File: src/rtl/cpu_pkg.sv
// Shared CPU definitions: branch selector codes, instruction field positions, phase encoding.
package cpu_pkg;

    localparam logic [2:0] BR_SEQ  = 3'd0;
    localparam logic [2:0] BR_SKIP = 3'd1;
    localparam logic [2:0] BR_LOOP = 3'd2;
    localparam logic [2:0] BR_JREG = 3'd3;
    localparam logic [2:0] BR_BZ   = 3'd4;
    localparam logic [2:0] BR_MARK = 3'd5;
    localparam logic [2:0] BR_HALT = 3'd6;
    localparam logic [2:0] BR_RSVD = 3'd7;

    localparam int unsigned OPCODE_MSB = 15;
    localparam int unsigned OPCODE_LSB = 12;
    localparam int unsigned RI1_MSB    = 11;
    localparam int unsigned RI1_LSB    = 8;
    localparam int unsigned SPARE_BIT  = 7;
    localparam int unsigned ARG2_BIT   = 6;
    localparam int unsigned RI2_MSB    = 5;
    localparam int unsigned RI2_LSB    = 0;
    localparam int unsigned F51_MSB    = 5;
    localparam int unsigned F51_LSB    = 1;
    localparam int unsigned O10_MSB    = 1;
    localparam int unsigned O10_LSB    = 0;
    localparam int unsigned BIT0_BIT   = 0;

    typedef enum logic {
        PH_EXEC   = 1'b0,
        PH_SECOND = 1'b1
    } phase_e;

endpackage

File: src/rtl/fetch_sequencer_next_pc_mux.sv
// Combinational next-PC selector driven by Control's branch_dest code.
module next_pc_mux
    import cpu_pkg::*;
#(
    parameter int unsigned PC_W    = 8,
    parameter int unsigned HALT_PC = 200
) (
    input  logic [PC_W-1:0] pc_i,
    input  logic [2:0]      branch_dest_i,
    input  logic            alu_zero_i,
    input  logic [PC_W-1:0] jump_target_i,
    input  logic [PC_W-1:0] loop_start_i,
    output logic [PC_W-1:0] next_pc_c_o,
    output logic            mark_c_o,
    output logic            halt_c_o
);

    logic [PC_W-1:0] pc_plus1;
    logic [PC_W-1:0] pc_plus2;

    // Sequential successors wrap naturally at PC_W bits.
    assign pc_plus1 = pc_i + PC_W'(1);
    assign pc_plus2 = pc_i + PC_W'(2);

    // Select the successor PC; reserved code behaves as sequential.
    always_comb begin
        next_pc_c_o = pc_plus1;
        mark_c_o    = 1'b0;
        halt_c_o    = 1'b0;
        case (branch_dest_i)
            BR_SKIP: if (alu_zero_i) next_pc_c_o = pc_plus2;
            BR_LOOP: next_pc_c_o = loop_start_i;
            BR_JREG: next_pc_c_o = jump_target_i;
            BR_BZ:   if (alu_zero_i) next_pc_c_o = jump_target_i;
            BR_MARK: mark_c_o = 1'b1;
            BR_HALT: begin
                next_pc_c_o = PC_W'(HALT_PC);
                halt_c_o    = 1'b1;
            end
            default: ;
        endcase
    end

endmodule

File: src/rtl/fetch_sequencer.sv
// Instruction fetch / PC sequencer: field slicing, hold phasing, halt, loop mark, retire count.
module fetch_sequencer
    import cpu_pkg::*;
#(
    parameter int unsigned PC_W     = 8,
    parameter int unsigned INSTR_W  = 16,
    parameter int unsigned RESET_PC = 0,
    parameter int unsigned HALT_PC  = 200,
    parameter int unsigned CNT_W    = 16
) (
    input  logic               clk,
    input  logic               rst,
    input  logic               stall,
    output logic [PC_W-1:0]    imem_addr,
    input  logic [INSTR_W-1:0] imem_rdata,
    input  logic [2:0]         branch_dest,
    input  logic               hold,
    input  logic               alu_zero,
    input  logic [PC_W-1:0]    jump_target,
    output logic [3:0]         opcode,
    output logic [3:0]         read_i1_write_i,
    output logic               arg2,
    output logic [5:0]         read_i2_write_d_write_data,
    output logic [4:0]         five_to_one,
    output logic [1:0]         one_to_zero,
    output logic               bit0,
    output logic               phase,
    output logic               halted,
    output logic [CNT_W-1:0]   retired
);

    phase_e          phase_q, phase_d;
    logic [PC_W-1:0] pc_q, pc_d;
    logic [PC_W-1:0] loop_start_q, loop_start_d;
    logic            halted_q, halted_d;
    logic [CNT_W-1:0] retired_q, retired_d;

    logic [PC_W-1:0] next_pc;
    logic            mark;
    logic            halt_req;
    logic            unused_spare;

    // Zero-latency field slices of the fetched word.
    assign opcode                     = imem_rdata[OPCODE_MSB:OPCODE_LSB];
    assign read_i1_write_i            = imem_rdata[RI1_MSB:RI1_LSB];
    assign arg2                       = imem_rdata[ARG2_BIT];
    assign read_i2_write_d_write_data = imem_rdata[RI2_MSB:RI2_LSB];
    assign five_to_one                = imem_rdata[F51_MSB:F51_LSB];
    assign one_to_zero                = imem_rdata[O10_MSB:O10_LSB];
    assign bit0                       = imem_rdata[BIT0_BIT];
    assign unused_spare               = imem_rdata[SPARE_BIT];

    assign imem_addr = pc_q;
    assign phase     = phase_q;
    assign halted    = halted_q;
    assign retired   = retired_q;

    next_pc_mux #(
        .PC_W    (PC_W),
        .HALT_PC (HALT_PC)
    ) u_next_pc_mux (
        .pc_i          (pc_q),
        .branch_dest_i (branch_dest),
        .alu_zero_i    (alu_zero),
        .jump_target_i (jump_target),
        .loop_start_i  (loop_start_q),
        .next_pc_c_o   (next_pc),
        .mark_c_o      (mark),
        .halt_c_o      (halt_req)
    );

    // State register with synchronous reset.
    always_ff @(posedge clk) begin
        if (rst) begin
            pc_q         <= PC_W'(RESET_PC);
            phase_q      <= PH_EXEC;
            halted_q     <= 1'b0;
            loop_start_q <= PC_W'(RESET_PC);
            retired_q    <= '0;
        end else begin
            pc_q         <= pc_d;
            phase_q      <= phase_d;
            halted_q     <= halted_d;
            loop_start_q <= loop_start_d;
            retired_q    <= retired_d;
        end
    end

    // Next state: halt and stall freeze everything; a hold defers retirement by one cycle.
    always_comb begin
        pc_d         = pc_q;
        phase_d      = phase_q;
        halted_d     = halted_q;
        loop_start_d = loop_start_q;
        retired_d    = retired_q;
        if (!halted_q && !stall) begin
            if (phase_q == PH_EXEC && hold) begin
                phase_d = PH_SECOND;
            end else begin
                phase_d   = PH_EXEC;
                pc_d      = next_pc;
                retired_d = (retired_q == {CNT_W{1'b1}}) ? retired_q : retired_q + CNT_W'(1);
                if (mark)     loop_start_d = next_pc;
                if (halt_req) halted_d = 1'b1;
            end
        end
    end

endmodule
File: config.mk
export PLATFORM = sky130hd
export DESIGN_NAME = fetch_sequencer
export DESIGN_NICKNAME = d
export VERILOG_FILES = /design/src/rtl/cpu_pkg.sv /design/src/rtl/fetch_sequencer_next_pc_mux.sv /design/src/rtl/fetch_sequencer.sv
export SDC_FILE = /design/constraint.sdc
export NUM_CORES = 1
export LEC_CHECK = 0
export ABC_CLOCK_PERIOD_IN_PS = 4200
export CELL_PAD_IN_SITES_DETAIL_PLACEMENT = 1
export CELL_PAD_IN_SITES_GLOBAL_PLACEMENT = 2
export CORE_MARGIN = 1.5
export CORE_UTILIZATION = 27
export DETAILED_ROUTE_END_ITERATION = 7
export HOLD_SLACK_MARGIN = 0.05
export PLACE_DENSITY = 0.86
export REMOVE_ABC_BUFFERS = 1
export SKIP_CTS_REPAIR_TIMING = 1
export SYNTH_ARGS = -nofsm -noshare
export SYNTH_HDL_FRONTEND = slang
export SYNTH_HIERARCHICAL = 1
export SYNTH_SLANG_ARGS = --single-unit
File: constraint.sdc
create_clock -name clk -period 4.2 [get_ports clk]
set_input_delay 1.05 -clock clk [delete_from_list [all_inputs] [get_ports clk]]
set_output_delay 1.05 -clock clk [all_outputs]
set_load 0.02 [all_outputs]
# ---- Word level (Yosys, flattened, before mapping)
# Cells that the tools add are included.
dict set report totals {
  regBits 34
  out_inout_bits 49
  input_bits 32
}
dict set report classes {
  bitwise_logic 3
  add_sub_neg 3
  reduce_logical 8
  n_mux 6
  eq_ne 7
}
# cell n
set ops {}
lappend ops {{one-hot mux 8 bit (5 select lines)} 1}
lappend ops {{adder 16 x 1 -> 16 bit (second input constant)} 1}
lappend ops {{== test 16 bit (second input constant)} 1}
lappend ops {{two-way mux 8 bit} 2}
lappend ops {{== test 3 bit (second input constant)} 3}
lappend ops {{AND reduction 3 bit} 3}
lappend ops {{adder 8 x 1 -> 8 bit (second input constant)} 1}
lappend ops {{adder 8 x 2 -> 8 bit (second input constant)} 1}
lappend ops {{== test 3 x 2 -> 1 bit (second input constant)} 2}
lappend ops {{== test 3 x 1 -> 1 bit (second input constant)} 1}
lappend ops {{two-way mux 1 bit} 3}
lappend ops {{inverter 1 bit} 3}
lappend ops {{logical AND 1 bit} 2}
lappend ops {{logical NOT 1 bit} 2}
lappend ops {{AND reduction 2 bit} 1}

# ---- Logic depth before layout (Yosys ltp)
# Gate-level depths: netlist of the first run.
dict set report depth {
  ltp_word 4
  ltp_mapped 9
  depth_no_buf 7
}

# ---- Cells and area by module
# The synthesis of the first run kept the hierarchy.
# mod seq_area_each_um2 cells_per_inst n_inst area_each_um2
set modules_own_cells {}
lappend modules_own_cells {fetch_sequencer 680.7 201 1 1702.9}
lappend modules_own_cells {next_pc_mux 0.0 120 1 754.5}

# ---- Least setup slack after synthesis of the first run
# OpenSTA, ideal clock, no wires.
dict set report synth_path {
  path_type {input -> register}
  from {input port branch_dest[0]}
  to {register loop_start_q[0]}
  arrival_time_ns 2.412
  n_path_buf 4
  required_time_ns 4.068
  setup_slack_ns 1.656
  cell_stages 8
  cell_sequence {buf_4 -> buf_2 -> buf_2 -> nor3b_1 -> clkbuf_1 -> nand3_1 -> nand2_1 -> a21oi_1}
}
dict set report synth_between {
  elab_chain_cells 3
}
# item line
set synth_rtl {}
lappend synth_rtl {{from (decl)} fetch_sequencer.sv:16} ;# input logic [2:0] branch_dest,
lappend synth_rtl {{== test 3 bit} fetch_sequencer_next_pc_mux.sv:30} ;# case (branch_dest_i)
lappend synth_rtl {{two-way mux 1 bit} fetch_sequencer_next_pc_mux.sv:30}
lappend synth_rtl {{via mark} fetch_sequencer.sv:39} ;# logic mark;
lappend synth_rtl {{AND reduction 3 bit (no source line)} n/a}
lappend synth_rtl {{to (signal assigned)} fetch_sequencer.sv:78} ;# loop_start_q <= PC_W'(RESET_PC);
lappend synth_rtl {{to (signal assigned)} fetch_sequencer.sv:84} ;# loop_start_q <= loop_start_d;
lappend synth_rtl {{to (decl)} fetch_sequencer.sv:34} ;# logic [PC_W-1:0] loop_start_q, loop_start_d;
# The timed path passes the listed nets, and every way through them passes these cells.
# A chain may end at the register's enable or synchronous reset.

# ---- Worst setup path after layout of the first run
dict set report layout_path {
  from {input port alu_zero}
  to {register pc_q[7], in the netlist imem_addr[7]}
}
dict set report layout_between {
  elab_chain_cells 2
}
# item line
set layout_rtl {}
lappend layout_rtl {{from (decl)} fetch_sequencer.sv:18} ;# input logic alu_zero,
lappend layout_rtl {{two-way mux 8 bit, on equally long branches} {fetch_sequencer_next_pc_mux.sv:34, fetch_sequencer_next_pc_mux.sv:31}}
lappend layout_rtl {{one-hot mux 8 bit (5 select lines) (*)} fetch_sequencer_next_pc_mux.sv:30}
lappend layout_rtl {{via next_pc[7]} fetch_sequencer.sv:38} ;# logic [PC_W-1:0] next_pc;
lappend layout_rtl {{to (signal assigned)} fetch_sequencer.sv:75} ;# pc_q <= PC_W'(RESET_PC);
lappend layout_rtl {{to (signal assigned)} fetch_sequencer.sv:81} ;# pc_q <= pc_d;
lappend layout_rtl {{to (decl)} fetch_sequencer.sv:33} ;# logic [PC_W-1:0] pc_q, pc_d;
# Mark *: on every way through the listed nets, which the timed path passes. The rest lies on a longest branch.

==> flow_summary.ini, run 1 <==
[setup_path]
cpMaxStageDelayCell = clkdlybuf4s50_1
cp.required_ns = 4.42
cp.arrival_ns = 3.19
cp_slowest_stage_delay_ns = 1.04
critPathLaunchType = input port
setup.worst_path.class = in -> reg
cp_max_fo = 23
end_kind = flop
r2r_end = retired[15]$_SDFFE_PP0P_
r2r_slack_ns = 1.99
path_cells = clkdlybuf4s50_1 -> o2111ai_1 -> or3_1 -> a32oi_1 -> nand2_1 -> a21oi_1
r2r_start = retired[1]$_SDFFE_PP0P_
r2r_cells = 5

[finish]
syn_to_final_growth_pct = 17.7
drive_gt1_share_pct = 8.33
nets = 370
n_antenna_cell = 0
final_cell_area_sq_um = 2890
final_core_util_pct = 33.0
fin_cells = 444

[timing]
finalSetupViolCount = 0
timing.hold.ws_ns = 0.457
setup_ws_ns = 1.23
relSlewSlack_pct = 41.9
rsz0062_at_grt = false
layout_min_cycle_time_ns = 2.97
tns_ns = 0
maxSlewViolCount = 0
fmax_mhz = 337
hold_viol_final = 0
period_share_pct = 70.6
tightest_slew_ns = 0.868
skew_ns = 0.00880

[yosys]
synthTopCellsByArea = dfxtp_1 28%, a21oi_1 7.9%, buf_4 7.3%
yosysSeqAreaShare_pct = 27.7
ys_seq_elements = 34
netlist.top_cell.by_area = dfxtp_1
synth_area_sq_um = 2460
synthArstFlopShare_pct = 0
syn_area_per_cell_sq_um = 7.66
synth_common_cells = 40 x nand2_1, 39 x a21oi_1, 34 x dfxtp_1
yosysUniqueCellTypes = 56
synth_edf_count = 0
synth.most_common_cell = nand2_1
yosysWarnings = 6
ys.flop_type = dfxtp_1
synthCells = 321
synth_top_area_share_pct = 27.7

[hold_path]
whs_path_depth = 2
min_from = loop_start_q[5]$_SDFFE_PP0P_
hold_class = reg -> reg
min_to = loop_start_q[5]$_SDFFE_PP0P_

[drt]
antenna_left = 0
dr.pass1.iters = 4
wire_per_inst_um = 17.4
drcViolationCount = 0
drt_iter0_drc = 69
wl_mm = 7.74
via_per_inst = 5.55
vias = 2463

[cts]
clock-root-buffer = clkbuf_8
htreeDepth = 2
clock-sinks = 34
clock_latency_ns = 0.30
numCtsBuffers = 5
clk_path_buf_depth = 2
cts_tree = built
path_clk_slew_ns = 0.07

[status]
status = finished clean

[global_routing]
grt_usage_pct = 16.3
grt_antenna_before_repair = 0
grt_pass1_vias = 2547
grt_max_degree = 27
grt_pass1_wl_mm = 12.9
overflow = 0

[placed_design]
place_inst = 436
post_dp_cell_area_sq_um = 2790
portBuffers = 41
gp_congestion = 0.801
dp_slack_ns = 0.940
place_hpwl_mm = 5.59

[die]
die_area_sq_um = 9680
rows = 34
die_h_um = 98.4
io_pins = 81
core_sq_um = 8760
die_w_um = 98.4
start_util_pct = 28.0

[power_and_ir_drop]
sw_frac_of_total_pct = 27.8
p_per_area_nw_per_um2 = 268
peakVddDrop_mv = 0.113
pwr-share-comb_pct = 16.6
p_seq_share_pct = 43.8
clock_power_share_pct = 39.7
power_switching_mw = 0.216
p_int_mw = 0.560
finalPower_mw = 0.776
p_leak_nw = 0.963

[job]
max-cap-violations = 0
placed cells by master, fill, tap and decap left out, types with 2 or more instances in the layout:
cell / Yosys / layout
or4_1: 8 / 8
nand4_1: 4 / 4
o31ai_1: 11 / 11
mux2_2: 4 / 4
o21ai_0: 14 / 14
or3_2: 2 / 2
clkdlybuf4s50_1: 0 / 41
o21a_1: 2 / 2
and3_1: 2 / 2
nor3_1: 2 / 2
dfxtp_1: 34 / 34
xnor2_1: 2 / 2
or3_1: 4 / 4
and4_1: 2 / 2
nand2b_1: 4 / 4
a31oi_1: 3 / 3
o221ai_1: 4 / 4
nand2_1: 40 / 40
nor4_1: 2 / 2
mux2i_1: 7 / 7
ha_1: 3 / 3
clkbuf_1: 8 / 2
nor2_1: 20 / 20
o22ai_1: 2 / 2
xor2_1: 2 / 2
o211ai_1: 3 / 3
a2bb2oi_1: 3 / 3
nor2b_1: 4 / 4
inv_1: 6 / 6
a22oi_1: 2 / 2
a21oi_1: 39 / 39
nand4_4: 2 / 2
clkbuf_8: 0 / 5
buf_4: 24 / 6
nand3b_1: 2 / 2
nand3_1: 23 / 23
kinds of logic after synthesis:
logic type                 count (synthesis)  share of synthesized area [%]
AOI/OAI and AO/OA                         91                           23.0
xor gates and xnor gates                   4                           1.43
adders and majority gates                  3                           1.53
buffers and inverters                     46                           11.6
DFF                                       34                           27.7
muxes                                     11                           4.68
and+or+nand+nor                          132                           30.1
flip-flops by register name (all words and copies together), names as in the netlist:
| signal | flops |
|---|---|
| imem_addr | 8 |
| loop_start_q | 8 |
| phase | 1 |
| halted | 1 |
| retired | 16 |
area by class of cell:
class / count / area [sq um]
multi-input cells: 241 / 1490
clock inverters: 1 / 30.0
repair buffers: 47 / 455
inverters: 6 / 22.5
flip-flops and latches: 34 / 681
clock buffers: 7 / 76.3
fillers: 1070 / 5870
well taps: 108 / 135
power groups by stage:
stage / sequential [mW] / combinational, mW / clock [mW]
2_1_floorplan: 0.350 / 0.0568 / 0
3_3_place_gp: 0.347 / 0.125 / 0
3_5_place_dp: 0.347 / 0.128 / 0
4_1_cts: 0.340 / 0.129 / 0.317
5_1_grt: 0.341 / 0.141 / 0.331
6_report: 0.340 / 0.129 / 0.308
critical path, delay by kind of cell:
family / cells / cell delay, ns
buffers and inverters: 1 / 1.04
and+or+nand+nor: 2 / 0.44
AOI/OAI and AO/OA: 3 / 0.65
per-layer routing:
| layer | up-vias | global-route usage [%] | wire, um |
|---|---|---|---|
| li1 | 1182 | - | - |
| met1 | 1203 | 21.2 | 3640 |
| met2 | 69 | 26.0 | 3570 |
| met3 | 9 | 5.01 | 437 |
| met4 | 0 | 4.88 | 87 |
| met5 | - | 0 | 0 |
worst max-delay path by stage:
stage                         from                            to  slack [ns]  depth (start not counted)
floorplan           branch_dest[2]  loop_start_q[0]$_SDFFE_PP0P_        1.82                          5
global placement             stall      retired[15]$_SDFFE_PP0P_        1.02                          5
detailed placement        alu_zero  loop_start_q[7]$_SDFFE_PP0P_        0.94                          6
CTS                       alu_zero  loop_start_q[7]$_SDFFE_PP0P_        1.24                          6
global route              alu_zero  loop_start_q[7]$_SDFFE_PP0P_        1.03                          6
finish                    alu_zero     imem_addr[7]$_SDFFE_PP0P_        1.23                          6
No activity file was read; power rests on OpenSTA's default activity.
==> run 2, diff against run 1 <==
Settings changed: ABC_CLOCK_PERIOD_IN_PS 4200 to 2500, CORE_UTILIZATION 27 to 23, PLACE_DENSITY 0.86 to 0.78.
Clock period 4.2 ns to 2.5 ns, I/O delays scaled along.
==> run 2 against run 1 <==
  * Total power up 87%
  * Non-clock buffer count up 14
  * Setup slack worse by 0.93 ns
  * Utilization down 3.2 points
  * Clock-buffer cell count down 1
  * Worst hold slack about the same
  * Cell area up 6.5%
  * Global-route usage down 2.0 points
==> flow_summary.ini, run 2 (synthesized netlist as in run 1, its figures left out) <==
[power_and_ir_drop]
p_seq_share_pct = 39.3
clock_power_share_pct = 44.8
p_leak_nw = 1.05
pwr-share-comb_pct = 16.0
p_int_mw = 1.08
p_per_area_nw_per_um2 = 471
peakVddDrop_mv = 0.215
power_switching_mw = 0.369
sw_frac_of_total_pct = 25.4

[cts]
clock-sinks = 34
path_clk_slew_ns = 0.08
cts_tree = built
clock-root-buffer = clkbuf_8
clock_latency_ns = 0.30
htreeDepth = 2
clk_path_buf_depth = 2
numCtsBuffers = 5

[finish]
final_core_util_pct = 29.9
nets = 384
mostFrequentLayoutCell = clkdlybuf4s50_1
drive_gt1_share_pct = 12.6
num-fill-cells = 1256
syn_to_final_growth_pct = 25.4
n_antenna_cell = 0
fin_cells = 486
mostFrequentLayoutCells = 41 x clkdlybuf4s50_1, 40 x nand2_1, 39 x a21oi_1
largest_reg_flops = 16

[drt]
via_per_inst = 5.11
drcViolationCount = 0
top_layer = met4
antenna_left = 0
wire_per_inst_um = 16.0
vias = 2484
route.met3.wl_um = 430
dr.pass1.iters = 4
wl_mm = 7.80
met1_length_mm = 3.78
drt_iter0_drc = 66
met2_length_mm = 3.51

[setup_path]
critPathLaunchType = input port
cp_max_fo = 8
cp.arrival_ns = 2.43
cp.required_ns = 2.74
setup.worst_path.class = in -> reg
r2r_slack_ns = 0.41
end_kind = flop

[placed_design]
portBuffers = 41
gp_congestion = 0.780
place_inst = 478
place_hpwl_mm = 5.90
dp_slack_ns = 0.0213

[timing]
hold_viol_final = 0
tightest_slew_ns = 0.501
period_share_pct = 87.8
tns_ns = 0
layout_min_cycle_time_ns = 2.19
maxSlewViolCount = 0
relSlewSlack_pct = 66.4
setup_ws_ns = 0.306
skew_ns = 0.00997
rsz0062_at_grt = false
finalSetupViolCount = 0
fmax_mhz = 456
timing.hold.ws_ns = 0.457

[die]
start_util_pct = 23.8
core_sq_um = 10300
io_pins = 81
die_area_sq_um = 11300
die_h_um = 106
rows = 37
die_w_um = 106

[status]
status = finished clean

[global_routing]
grt_pass1_wl_mm = 13.0
grt_pass1_vias = 2528
grt_antenna_before_repair = 0
grt_max_degree = 19
overflow = 0
grt_usage_pct = 14.3

[job]
max-cap-violations = 0

[hold_path]
hold_class = reg -> reg
-- run 2: critical path, cell delays in order --
cell	delay, ns
clkdlybuf4s50_1	0.46
buf_4	0.19
or3_1	0.40
a31oi_1	0.23
o221ai_1	0.16
o211ai_1	0.15
nand3_1	0.10
a21oi_1	0.12
-- run 2: final timing paths --
| check | start | end | depth (start not counted) |
|---|---|---|---|
| worst max-delay path | branch_dest[2] | loop_start_q[5]$_SDFFE_PP0P_ | 8 |
| worst min register to register | loop_start_q[1]$_SDFFE_PP0P_ | loop_start_q[1]$_SDFFE_PP0P_ | 2 |
| worst max register to register | imem_addr[1]$_SDFFE_PP0P_ | loop_start_q[7]$_SDFFE_PP0P_ | 7 |
| worst min-delay path | loop_start_q[1]$_SDFFE_PP0P_ | loop_start_q[1]$_SDFFE_PP0P_ | 2 |
-- run 2: metrics by stage --
stage	area (sq um)	total power [mW]
after global placement	2940	0.813
after global routing	3080	1.52
final	3080	1.45
after CTS	3080	1.47
after detailed placement	2940	0.818
after floorplan	2200	0.683
-- run 2: routing by layer --
metal	global-route usage, %	up-vias
met2	22.7	75
met1	19.1	1190
li1	-	1211
met5	0	-
met3	3.80	8
met4	3.47	0
-- run 2: power by group through the flow --
| stage | combinational [mW] | sequential, mW | clock (mW) |
|---|---|---|---|
| final | 0.232 | 0.571 | 0.650 |
| after global routing | 0.256 | 0.574 | 0.687 |
| after CTS | 0.236 | 0.571 | 0.661 |
| after detailed placement | 0.234 | 0.584 | 0 |
| after global placement | 0.230 | 0.583 | 0 |
| after floorplan | 0.0954 | 0.588 | 0 |
-- run 2: final cells by class --
cell class              instances  area [sq um]  area share [%]
clock inverters                 2          60.1            1.95
repair buffers                 61           573            18.6
clock buffers                   6          82.6            2.68
multi-input cells             241          1490            48.4
flip-flops and latches         34           681            22.1
inverters                       6          22.5           0.731
well taps                     136           170            5.52
==> run 3, diff against run 2 <==
Settings changed: SETUP_SLACK_MARGIN from default to 0.3, TNS_END_PERCENT from default to 20.
==> run 3 against run 2 <==
  * Sequential power about the same
  * Flip-flop and latch count stayed put
  * Register-to-register slack gained 0.04 ns
  * Clock power barely moved
  * Global-route usage unchanged
  * Critical path depth down 7
  * Critical endpoint is now imem_addr[5]
  * Largest power group unchanged
==> flow_summary.ini, run 3 (synthesized netlist as in run 1, its figures left out) <==
[setup_path]
cp_top_family = buffers and inverters
setup.worst_path.class = reg -> out
path_cells = clkdlybuf4s50_1
end_kind = output port
cp_slowest_stage_delay_ns = 0.68
worst-path-buf-inv = 1
cp.arrival_ns = 1.54
critPathLaunchType = flop
cp.required_ns = 1.88
cpMaxStageDelayCell = clkdlybuf4s50_1
cp_max_fo = 9

[die]
die_w_um = 106
die_area_sq_um = 11300
start_util_pct = 23.8
core_sq_um = 10300
die_h_um = 106
io_pins = 81
rows = 37

[finish]
largest_reg_flops = 16
num-fill-cells = 1252
mostFrequentLayoutCells = 40 x nand2_1, 40 x clkdlybuf4s50_1, 39 x a21oi_1
syn_to_final_growth_pct = 26.4
drive_gt1_share_pct = 14.0
sequential_cell_area_sq_um = 683
final_core_util_pct = 30.1
nets = 384
multi_input_area_sq_um = 1510
n_antenna_cell = 0

[drt]
via_per_inst = 5.10
antenna_left = 0
wire_per_inst_um = 16.0
drt_iter0_drc = 76
wl_mm = 7.78
drcViolationCount = 0
dr.pass1.iters = 5
vias = 2479

[cts]
numCtsBuffers = 5
path_clk_slew_ns = 0.08
clock-sinks = 34
clk_path_buf_depth = 2
clock-root-buffer = clkbuf_8
htreeDepth = 2
cts_tree = built
clock_latency_ns = 0.30

[job]
max-cap-violations = 0

[timing]
finalSetupViolCount = 0
tightest_slew_ns = 0.500
rsz0062_at_grt = true
layout_min_cycle_time_ns = 2.16
maxSlewViolCount = 0
relSlewSlack_pct = 66.5
tns_ns = 0
fmax_mhz = 462
period_share_pct = 86.5
hold_viol_final = 0
skew_ns = 0.00933

[global_routing]
grt_pass1_wl_mm = 13.0
grt_max_degree = 19
grt_antenna_before_repair = 0
grt_usage_pct = 14.3
overflow = 0
grt_pass1_vias = 2528

[placed_design]
portBuffers = 41
place_hpwl_mm = 5.90
gp_congestion = 0.780

[hold_path]
hold_class = reg -> reg

[power_and_ir_drop]
p_per_area_nw_per_um2 = 469
p_leak_nw = 1.07
peakVddDrop_mv = 0.215

[status]
status = finished clean
-- run 3: cell types whose count changed in the layout (fill, tap and decap cells not counted), sizes merged --
cell / change
clkdlybuf4s50: -1
dlymetal6s2s: +1
-- run 3: metal layers --
layer / part of all wire (%) / vias to the layer above / global-route usage [%]
li1: - / 1211 / -
met2: 45 / 75 / 22.7
met5: 0 / - / 0
met4: 0.91 / 0 / 3.47
met3: 5.6 / 8 / 3.80
met1: 48 / 1185 / 19.1
-- run 3: path summary, 6_finish.rpt --
path	start	endpoint	slack (ns)	cells past startpoint
worst max-delay path	imem_addr[5]$_SDFFE_PP0P_	imem_addr[5]	0.34	1
worst min-delay path	loop_start_q[1]$_SDFFE_PP0P_	loop_start_q[1]$_SDFFE_PP0P_	0.46	2
worst max register to register	imem_addr[2]$_SDFFE_PP0P_	loop_start_q[7]$_SDFFE_PP0P_	0.45	7
worst min register to register	loop_start_q[1]$_SDFFE_PP0P_	loop_start_q[1]$_SDFFE_PP0P_	0.46	2
-- run 3: final cells by class --
type	instances	share of cell area, %
Tap cell	136	5.48
Multi-Input combinational cell	241	48.6
Timing Repair Buffer	61	18.6
Clock inverter	2	1.93
Sequential cell	34	22.0
Inverter	6	0.725
Clock buffer	6	2.66
-- run 3: stage by stage --
stage          worst slack [ns]  hold slack [ns]  total power [mW]  instance area [sq um]  std cells
3_3_place_gp             0.0278            0.446             0.813                   2940        478
5_1_grt                   0.234            0.487              1.52                   3110        486
6_report                  0.337            0.457              1.46                   3110        486
3_5_place_dp             0.0213            0.450             0.818                   2940        478
4_1_cts                   0.300            0.461              1.47                   3080        486
2_1_floorplan             0.529            0.430             0.683                   2200        281
-- run 3: power by group --
| part | internal [mW] | switching (mW) | leakage [nW] |
|---|---|---|---|
| clock network | 0.426 | 0.225 | 0.0714 |
| logic | 0.108 | 0.127 | 0.719 |
| registers | 0.552 | 0.0196 | 0.276 |
-- run 3: worst min-delay path: stages, from the launching register on --
cell and delay, ns:
dfxtp_1 0.31, nand2_1 0.05, a21oi_1 0.05
